--- src/rtl/seq_uart_tx.sv ---
// rtl/seq_uart_tx.sv - sequencer-driven UART transmitter with a byte FIFO and runtime divisor
// Define SEQUARTTX_PARITY_EN to add an even-parity bit after data bit 7.
module seq_uart_tx #(
    parameter logic [15:0] ClkDiv    = 16'd434,
    parameter int unsigned FifoDepth = 4
) (
    input  logic        clock,
    input  logic        reset,
    input  logic [11:0] inst,
    input  logic        inst_en,
    output logic        ready,
    output logic [7:0]  status,
    output logic        uart_tx
);
    localparam int unsigned PtrW = (FifoDepth > 1) ? $clog2(FifoDepth) : 1;
    localparam int unsigned CntW = $clog2(FifoDepth + 1);

    localparam logic [3:0] OpSend   = 4'h1;
    localparam logic [3:0] OpDivL   = 4'h2;
    localparam logic [3:0] OpDivH   = 4'h3;
    localparam logic [3:0] OpClrErr = 4'h4;

    typedef enum logic [2:0] {
        S_IDLE,
        S_START,
        S_DATA,
`ifdef SEQUARTTX_PARITY_EN
        S_PARITY,
`endif
        S_STOP
    } state_t;

    state_t            state_q, state_d;
    logic [CntW-1:0]   count_q, count_d;
    logic [PtrW-1:0]   rd_ptr_q, rd_ptr_d, wr_ptr_q, wr_ptr_d;
    logic [7:0]        mem_q [FifoDepth];
    logic [7:0]        mem_d [FifoDepth];
    logic [15:0]       div_q, div_d, period_q, period_d, baud_q, baud_d;
    logic [2:0]        bit_q, bit_d;
    logic [7:0]        shift_q, shift_d;
    logic              tx_q, tx_d, ovf_q, ovf_d;
`ifdef SEQUARTTX_PARITY_EN
    logic              par_q, par_d;
    localparam logic   ParityFlag = 1'b1;
`else
    localparam logic   ParityFlag = 1'b0;
`endif

    logic empty, full, bit_end, start, push, pop;

    assign empty = (count_q == '0);
    assign full  = (count_q == CntW'(FifoDepth));

    always_comb begin
        state_d  = state_q;
        count_d  = count_q;
        rd_ptr_d = rd_ptr_q;
        wr_ptr_d = wr_ptr_q;
        mem_d    = mem_q;
        div_d    = div_q;
        period_d = period_q;
        bit_d    = bit_q;
        shift_d  = shift_q;
        tx_d     = tx_q;
        ovf_d    = ovf_q;
`ifdef SEQUARTTX_PARITY_EN
        par_d    = par_q;
`endif
        start    = 1'b0;
        push     = 1'b0;
        pop      = 1'b0;
        // period_q is never 0, so period_q - 1 cannot underflow
        bit_end  = (baud_q == period_q - 16'd1);
        baud_d   = (state_q == S_IDLE || bit_end) ? 16'd0 : baud_q + 16'd1;

        case (state_q)
            S_IDLE:  start = !empty;
            S_START: if (bit_end) begin
                state_d = S_DATA;
                bit_d   = 3'd0;
                tx_d    = shift_q[0];
                shift_d = {1'b0, shift_q[7:1]};
            end
            S_DATA: if (bit_end) begin
                if (bit_q == 3'd7) begin
`ifdef SEQUARTTX_PARITY_EN
                    state_d = S_PARITY;
                    tx_d    = par_q;
`else
                    state_d = S_STOP;
                    tx_d    = 1'b1;
`endif
                end else begin
                    bit_d   = bit_q + 3'd1;
                    tx_d    = shift_q[0];
                    shift_d = {1'b0, shift_q[7:1]};
                end
            end
`ifdef SEQUARTTX_PARITY_EN
            S_PARITY: if (bit_end) begin
                state_d = S_STOP;
                tx_d    = 1'b1;
            end
`endif
            S_STOP: if (bit_end) begin
                if (!empty) start = 1'b1;
                else        state_d = S_IDLE;
            end
            default: state_d = S_IDLE;
        endcase

        // Frame start: pop head byte and freeze the divisor for the whole frame
        if (start) begin
            pop      = 1'b1;
            state_d  = S_START;
            tx_d     = 1'b0;
            shift_d  = mem_q[rd_ptr_q];
            period_d = (div_q == 16'd0) ? 16'd1 : div_q;
            rd_ptr_d = (rd_ptr_q == PtrW'(FifoDepth - 1)) ? '0 : rd_ptr_q + PtrW'(1);
`ifdef SEQUARTTX_PARITY_EN
            par_d    = ^mem_q[rd_ptr_q];
`endif
        end

        if (inst_en) begin
            case (inst[11:8])
                OpSend:   if (!full || pop) push = 1'b1; else ovf_d = 1'b1;
                OpDivL:   div_d[7:0]  = inst[7:0];
                OpDivH:   div_d[15:8] = inst[7:0];
                OpClrErr: ovf_d = 1'b0;
                default:  ;
            endcase
        end

        if (push) begin
            mem_d[wr_ptr_q] = inst[7:0];
            wr_ptr_d = (wr_ptr_q == PtrW'(FifoDepth - 1)) ? '0 : wr_ptr_q + PtrW'(1);
        end

        case ({push, pop})
            2'b10:   count_d = count_q + CntW'(1);
            2'b01:   count_d = count_q - CntW'(1);
            default: ;
        endcase
    end

    always_ff @(posedge clock or negedge reset) begin
        if (!reset) begin
            state_q  <= S_IDLE;
            count_q  <= '0;
            rd_ptr_q <= '0;
            wr_ptr_q <= '0;
            mem_q    <= '{default: '0};
            div_q    <= ClkDiv;
            period_q <= 16'd1;
            baud_q   <= 16'd0;
            bit_q    <= 3'd0;
            shift_q  <= 8'd0;
            tx_q     <= 1'b1;
            ovf_q    <= 1'b0;
`ifdef SEQUARTTX_PARITY_EN
            par_q    <= 1'b0;
`endif
        end else begin
            state_q  <= state_d;
            count_q  <= count_d;
            rd_ptr_q <= rd_ptr_d;
            wr_ptr_q <= wr_ptr_d;
            mem_q    <= mem_d;
            div_q    <= div_d;
            period_q <= period_d;
            baud_q   <= baud_d;
            bit_q    <= bit_d;
            shift_q  <= shift_d;
            tx_q     <= tx_d;
            ovf_q    <= ovf_d;
`ifdef SEQUARTTX_PARITY_EN
            par_q    <= par_d;
`endif
        end
    end

    assign ready   = !full;
    assign status  = {3'b000, ovf_q, (state_q != S_IDLE), full, empty, ParityFlag};
    assign uart_tx = tx_q;

endmodule

--- config.mk ---
export PLATFORM = sky130hd
export DESIGN_NAME = seq_uart_tx
export DESIGN_NICKNAME = d
export VERILOG_FILES = /design/src/rtl/seq_uart_tx.sv
export SDC_FILE = /design/constraint.sdc
export NUM_CORES = 1
export LEC_CHECK = 0
export ABC_AREA = 1
export CAP_MARGIN = 25
export CELL_PAD_IN_SITES_DETAIL_PLACEMENT = 0
export CELL_PAD_IN_SITES_GLOBAL_PLACEMENT = 2
export CORE_UTILIZATION = 36
export CTS_CLUSTER_DIAMETER = 30
export DETAILED_ROUTE_END_ITERATION = 8
export HOLD_SLACK_MARGIN = 0.08
export PLACE_DENSITY_LB_ADDON = 0.2
export SYNTH_ARGS = -nofsm -noshare
export SYNTH_HDL_FRONTEND = slang
export SYNTH_SLANG_ARGS = --single-unit
--- constraint.sdc ---
create_clock -name clock -period 3.6 [get_ports clock]
set_clock_uncertainty 0.1 [all_clocks]
set_input_delay 0.72 -clock clock [delete_from_list [all_inputs] [get_ports clock]]
set_output_delay 0.72 -clock clock [all_outputs]
set_load 0.02 [all_outputs]
==> results.tsv, run 1 <==
stage	metric	value	unit
logic_synthesis	synth_area_per_cell	7.71	um^2
drt	via_per_inst	5.00	
drt	dr_wl_met3	355	um
drt	vias	4611	
clocking	clk_pin_slew	0.07	ns
logic_synthesis	syn_inst	720	
floorplan	dieArea	15900	um^2
logic_synthesis	yosysMostFrequentCell	nand2_1	
logic_synthesis	yosysUniqueCellTypes	42	
sta	tns	0	ns
power	p_per_area	762	nW/um^2
sta	slew_violations	0	
logic_synthesis	synth_area_leaders	dfrtp_1 (43%), nand2_1 (16%), o21ai_0 (6.1%)	
clocking	cts_made_buffers	9	
clocking	postCtsHoldBufs	0	
sta	timing.fmax	306	MHz
grt	grt_max_degree	56	
sta	worstMarginPinSlew	0.755	ns
drt	routed_wl	14.0	mm
sta	period_minus_slack	3.27	ns
floorplan	ioPinCount	25	
floorplan	die_y	126	um
grt	grt_pass1_vias	4610	
drt	ant_nets	0	
drt	firstDrtPassIters	4	
placement	dp_cells	907	
logic_synthesis	synthTopCellsByCount	nand2_1 (239), dfrtp_1 (95), inv_1 (76), o21ai_0 (68), nor2_1 (49)	
sta	final-hold-violation-count	0	
final_layout	postLayoutCellArea	6190	um^2
logic_synthesis	synth.cell_area	5550	um^2
critical_path	crit_type	reg2reg	
critical_path	cp_top_family	simple AND/OR/NAND/NOR gates	
final_layout	diodes	0	
sta	timing.final.crit_share	0.909	
logic_synthesis	synth_edf_count	0	
sta	slew_headroom	0.493	
final_layout	final_nets	760	
critical_path	setup.worst_path.end_class	flip-flop	
power	power_leakage	0.00305	uW
drt	wl_met1	6.52	mm
drt	dr_wl_met2	6.91	mm
clocking	post_cts_buffers	0	
grt	grt_overflow_total	0	
clocking	cts_tree	built	
drt	wire_per_inst	15.2	um
logic_synthesis	synth_top_area_frac	0.428	
critical_path	cp_cell_sequence	inv_1 -> ha_1 -> inv_1 -> nand2_1 -> nand2_1 -> nor2_1 -> nand2_1 -> nor2_1 -> nand2_1 -> nor2_1 -> nand3_1 -> o21ai_2 -> nand2_2 -> nand2_4 -> nand2_2 -> nor2_4 -> inv_1 -> ha_1 -> inv_1 -> fa_1 -> o21ai_0	
placement	hpwl	10.3	mm
drt	drc	0	
critical_path	path_max_fanout	5	
clocking	cts.sinks	102	
status	outcome	completed	
drt	drtIter0Drc	201	
clocking	clockRootBuffer	clkbuf_16	
final_layout	fin_util	0.409	
grt	grt_pass1_wl	23.8	mm
logic_synthesis	ys_async_sr_fraction	1.00	
critical_path	cp_num_buf_inv	4	
critical_path	slowest_delay	0.54	ns
sta	rsz0062_at_grt	no	
final_layout	final-instance-count-excl-fill	923	
clocking	clk_path_buf_depth	2	
clocking	clkLatencyLatePin	0.35	ns
final_layout	drive_gt1_frac	0.0694	
sta	finalSetupViolCount	0	
clocking	htreeDepth	3	
floorplan	die_w	126	um
clocking	post_cts_resized	0	
grt	antenna_found_initial	0	
critical_path	crit_required	3.78	ns
placement	globalplace.congestion	0.826	
floorplan	start_util	0.367	
placement	place_area	5900	um^2
run	max-cap-violations	0	
drt	highest_layer	met4	
min_path	hold_class	in2async	
logic_synthesis	ys_seq_area_frac	0.461	
final_layout	area_delta_synth_final	11.6	%
floorplan	rows	45	
critical_path	cp-start-kind	flip-flop	
critical_path	slowest_stage	dfstp_2	
grt	grt_use_total	0.193	
power	ir_drop	0.000301	V
logic_synthesis	synth.largest_area_cell	dfrtp_1	
logic_synthesis	yosys_most_used_dff	dfrtp_1	
placement	port_buffers	20	
floorplan	coreArea	15100	um^2
final_layout	fill_cells	1530	
critical_path	critical_path_arrival	3.45	ns
logic_synthesis	ys_seq_elements	102	
logic_synthesis	ys_warn_count	0	
## metrics by stage
stage	worst slack, ns	hold WS [ns]	total power (uW)
2_1_floorplan	0.343	0.324	3210
3_3_place_gp	0.398	0.363	3770
3_5_place_dp	0.319	0.366	3800
4_1_cts	0.301	0.370	4800
5_1_grt	0.0225	0.391	5170
6_report	0.328	0.342	4720
## cells in the final DEF, fill, tap and decap left out, types with 14 or more instances in the layout
cell type and n:
o21ai_0 68, ha_1 14, nand4_1 33, dfrtp_1 95
clkdlybuf4s50_1 19, inv_1 76, nand3_1 24, nor2_1 49
nand2_1 239, a21oi_1 16
## cell type report
type                    count  area [um^2]  area share
flip-flops and latches    102         2560       0.413
clock buffers              11          253      0.0408
inverters                  77          289      0.0467
multi-input cells         511         2540       0.410
clock inverters             5         41.3     0.00667
well taps                 188          235      0.0380
repair buffers             29          278      0.0448
## cell families (layout without fill, tap and decap cells)
kind of cell | count (synthesis) | in the layout | share of synthesized area
buf+inv | 110 | 122 | 0.0836
simple gates | 381 | 381 | 0.303
flops | 102 | 102 | 0.461
fa+ha+maj | 15 | 15 | 0.0352
other cells | 1 | 4 | 0.000675
compound gates | 102 | 102 | 0.102
xor+xnor | 9 | 9 | 0.0142
## registers in the layout, summed over array words and instances, names as in the netlist
register / flops
mem_q: 32
baud_q: 16
div_q: 16
period_q: 16
shift_q: 8
bit_q: 3
count_q: 3
rd_ptr_q: 2
state_q: 2
wr_ptr_q: 2
ovf_q: 1
uart_tx: 1
## power breakdown
part           switching, uW  internal (uW)  leakage (uW)  total (uW)
combinational           1300            696       0.00159        1990
sequential               254           1500       0.00132        1760
clock                    453            515      0.000144         968
total                   2010           2710       0.00305        4720
## layer usage
metal / vias up / GRT usage
li1: 2349 / -
met1: 2185 / 0.245
met2: 63 / 0.329
met3: 14 / 0.0382
met4: 0 / 0.0595
met5: - / 0
## worst paths after layout
kind                                          from                     end  slack (ns)  cells after the start
max                        period_q[0]$_DFFE_PN1P_  count_q[1]$_DFFE_PN0P_        0.33                     21
min                                          reset     baud_q[4]$_DFF_PN0_        0.34                      1
max reg2reg                period_q[0]$_DFFE_PN1P_  count_q[1]$_DFFE_PN0P_        0.33                     21
min reg2reg                  mem_q[11]$_DFFE_PN0P_   mem_q[11]$_DFFE_PN0P_        0.38                      2
max in group asynchronous                    reset    div_q[4]$_DFFE_PN1P_        2.27                      2
min in group clock           mem_q[11]$_DFFE_PN0P_   mem_q[11]$_DFFE_PN0P_        0.38                      2
No activity file was read; power rests on OpenSTA's default activity.
==> run 2: changes to the inputs <==
- MAX_ROUTING_LAYER: default -> met4
==> results.tsv, run 2 (same netlist as run 1, synthesis figures left out) <==
stage	metric	value	unit	change
status	outcome	completed		
drt	routed_wl	14.0	mm	about the same
sta	timing.final.crit_share	0.908		about the same
drt	drtIter0Drc	229		+14%
critical_path	rr_startpoint	period_q[0]$_DFFE_PN1P_		
clocking	clockRootBuffer	clkbuf_16		
drt	wl_met1	6.55	mm	+0.46%
floorplan	start_util	0.367		unchanged
final_layout	final_cell_mix	nand2_1 (239), dfrtp_1 (95), inv_1 (76), o21ai_0 (68), nor2_1 (49)		
clocking	post_cts_resized	0		unchanged
sta	period_minus_slack	3.27	ns	-0.00180 ns
power	clkPwrFrac	0.205		about the same
floorplan	dieArea	15900	um^2	unchanged
critical_path	crit_type	reg2reg		
grt	grt_max_degree	56		unchanged
final_layout	final_common_cell	nand2_1		
critical_path	path_max_fanout	5		unchanged
drt	firstDrtPassIters	4		unchanged
power	total_power	4720	uW	about the same
clocking	htreeDepth	3		unchanged
critical_path	cp-start-kind	flip-flop		
drt	dr_wl_met2	6.89	mm	-0.17%
drt	highest_layer	met4		
grt	grt_pass1_vias	4591		-0.41%
critical_path	r2r_cells	21		unchanged
critical_path	critical_path_arrival	3.45	ns	about the same
critical_path	rrSetupSlack	0.33	ns	about the same
floorplan	ioPinCount	25		unchanged
floorplan	coreArea	15100	um^2	unchanged
final_layout	area_delta_synth_final	11.6	%	unchanged
power	pwr-share-seq	0.372		about the same
critical_path	setup.worst_path.end_class	flip-flop		
power	ir_drop	0.000299	V	-0.74%
critical_path	slowest_stage	dfstp_2		
sta	slew_violations	0		unchanged
sta	final-hold-violation-count	0		unchanged
placement	hpwl	10.3	mm	unchanged
critical_path	cp_cell_sequence	inv_1 -> ha_1 -> inv_1 -> nand2_1 -> nand2_1 -> nor2_1 -> nand2_1 -> nor2_1 -> nand2_1 -> nor2_1 -> nand3_1 -> o21ai_2 -> nand2_2 -> nand2_4 -> nand2_2 -> nor2_4 -> inv_1 -> ha_1 -> inv_1 -> fa_1 -> o21ai_0		
critical_path	startpoint	period_q[0]$_DFFE_PN1P_		
power	internal-power	2710	uW	about the same
drt	vias	4597		-0.30%
clocking	cts_tree	built		
final_layout	final_nets	760		unchanged
critical_path	crit_required	3.78	ns	about the same
power	p_per_area	761	nW/um^2	about the same
clocking	clk_pin_slew	0.07	ns	about the same
power	p_sw	2000	uW	about the same
grt	grt_use_total	0.198		+0.00591
power	combPwrFrac	0.422		about the same
final_layout	diodes	0		unchanged
clocking	postCtsHoldBufs	0		unchanged
final_layout	largest_reg_flops	32		unchanged
grt	grt_pass1_wl	23.8	mm	about the same
grt	antenna_found_initial	0		unchanged
final_layout	drive_gt1_frac	0.0694		unchanged
clocking	clkLatencyLatePin	0.36	ns	about the same
critical_path	slowest_delay	0.54	ns	about the same
floorplan	die_y	126	um	unchanged
clocking	cts_made_buffers	9		unchanged
min_path	hold_class	in2async		
run	max-cap-violations	0		unchanged
critical_path	cp_top_family	simple AND/OR/NAND/NOR gates		
placement	port_buffers	20		unchanged
grt	grt_overflow_total	0		unchanged
sta	worstMarginPinSlew	0.755	ns	+0.000208 ns
sta	timing.fmax	306	MHz	about the same
drt	via_per_inst	4.98		-0.30%
sta	tns	0	ns	unchanged
power	power_leakage	0.00305	uW	unchanged
floorplan	die_w	126	um	unchanged
sta	finalSetupViolCount	0		unchanged
drt	drc	0		unchanged
final_layout	final-instance-count-excl-fill	923		unchanged
clocking	post_cts_buffers	0		unchanged
sta	slew_headroom	0.493		about the same
floorplan	rows	45		unchanged
clocking	cts.sinks	102		unchanged
critical_path	cp_num_buf_inv	4		unchanged
drt	dr_wl_met3	369	um	+3.9%
clocking	clk_path_buf_depth	2		unchanged
sta	rsz0062_at_grt	no		
placement	dp_cells	907		unchanged
power	power_switching_share	0.425		about the same
drt	wire_per_inst	15.1	um	about the same
drt	ant_nets	0		unchanged
critical_path	rr_endpoint	count_q[1]$_DFFE_PN0P_		
placement	globalplace.congestion	0.839		+1.5%
final_layout	regMostFlops	mem_q		
run 2: cell counts in the layout (fill, tap and decap cells not counted):
Identical to the previous run, type by type.
run 2: worst max path at each step:
| stage | endpoint | cells after the start |
|---|---|---|
| after CTS | count_q[1]$_DFFE_PN0P_ | 21 |
| final | count_q[1]$_DFFE_PN0P_ | 21 |
| after global placement | count_q[1]$_DFFE_PN0P_ | 21 |
| after floorplan | count_q[2]$_DFFE_PN0P_ | 22 |
| after global routing | count_q[1]$_DFFE_PN0P_ | 20 |
| after detailed placement | count_q[1]$_DFFE_PN0P_ | 21 |
run 2: cell type report:
cell class                      instances  area, um^2
Clock buffer                           11         253
Clock inverter                          5        41.3
Fill cell                            1530        8950
Inverter                               77         289
Multi-Input combinational cell        511        2540
Sequential cell                       102        2560
Tap cell                              188         235
Timing Repair Buffer                   29         278
run 2: worst register-to-register path, cell delays in order (launching register included):
cell	delay (ns)
dfstp_2	0.54
inv_1	0.07
ha_1	0.30
inv_1	0.04
nand2_1	0.05
nand2_1	0.04
nor2_1	0.11
nand2_1	0.06
nor2_1	0.08
nand2_1	0.06
nor2_1	0.10
nand3_1	0.12
o21ai_2	0.18
nand2_2	0.12
nand2_4	0.13
nand2_2	0.08
nor2_4	0.13
inv_1	0.06
ha_1	0.19
inv_1	0.09
fa_1	0.41
o21ai_0	0.15
run 2: power by group through the flow:
stage                     sequential, uW  clock (uW)  combinational (uW)
final                               1760         969                1990
after CTS                           1760        1010                2040
after detailed placement            1780           0                2030
after global placement              1770           0                2000
after floorplan                     1700           0                1510
after global routing                1800        1050                2310
run 2: per-layer routing:
metal,vias to the layer above,GRT usage
met5,-,-
li1,2348,-
met2,70,0.329
met3,10,0.0382
met1,2169,0.245
met4,0,0.0595
run 2: metrics by stage:
stage	setup slack [ns]	utilization	instance area, um^2	hold slack (ns)
global placement	0.398	0.390	5900	0.363
CTS	0.301	0.409	6190	0.370
detailed placement	0.319	0.390	5900	0.366
global route	0.0225	0.409	6190	0.391
finish	0.330	0.409	6190	0.344
floorplan	0.343	-	5560	0.324
==> run 3: changes to the inputs <==
- TNS_END_PERCENT: default -> 1
==> results of run 3 <==
Same layout as run 2: the final DEF is identical, and so are final timing and power.
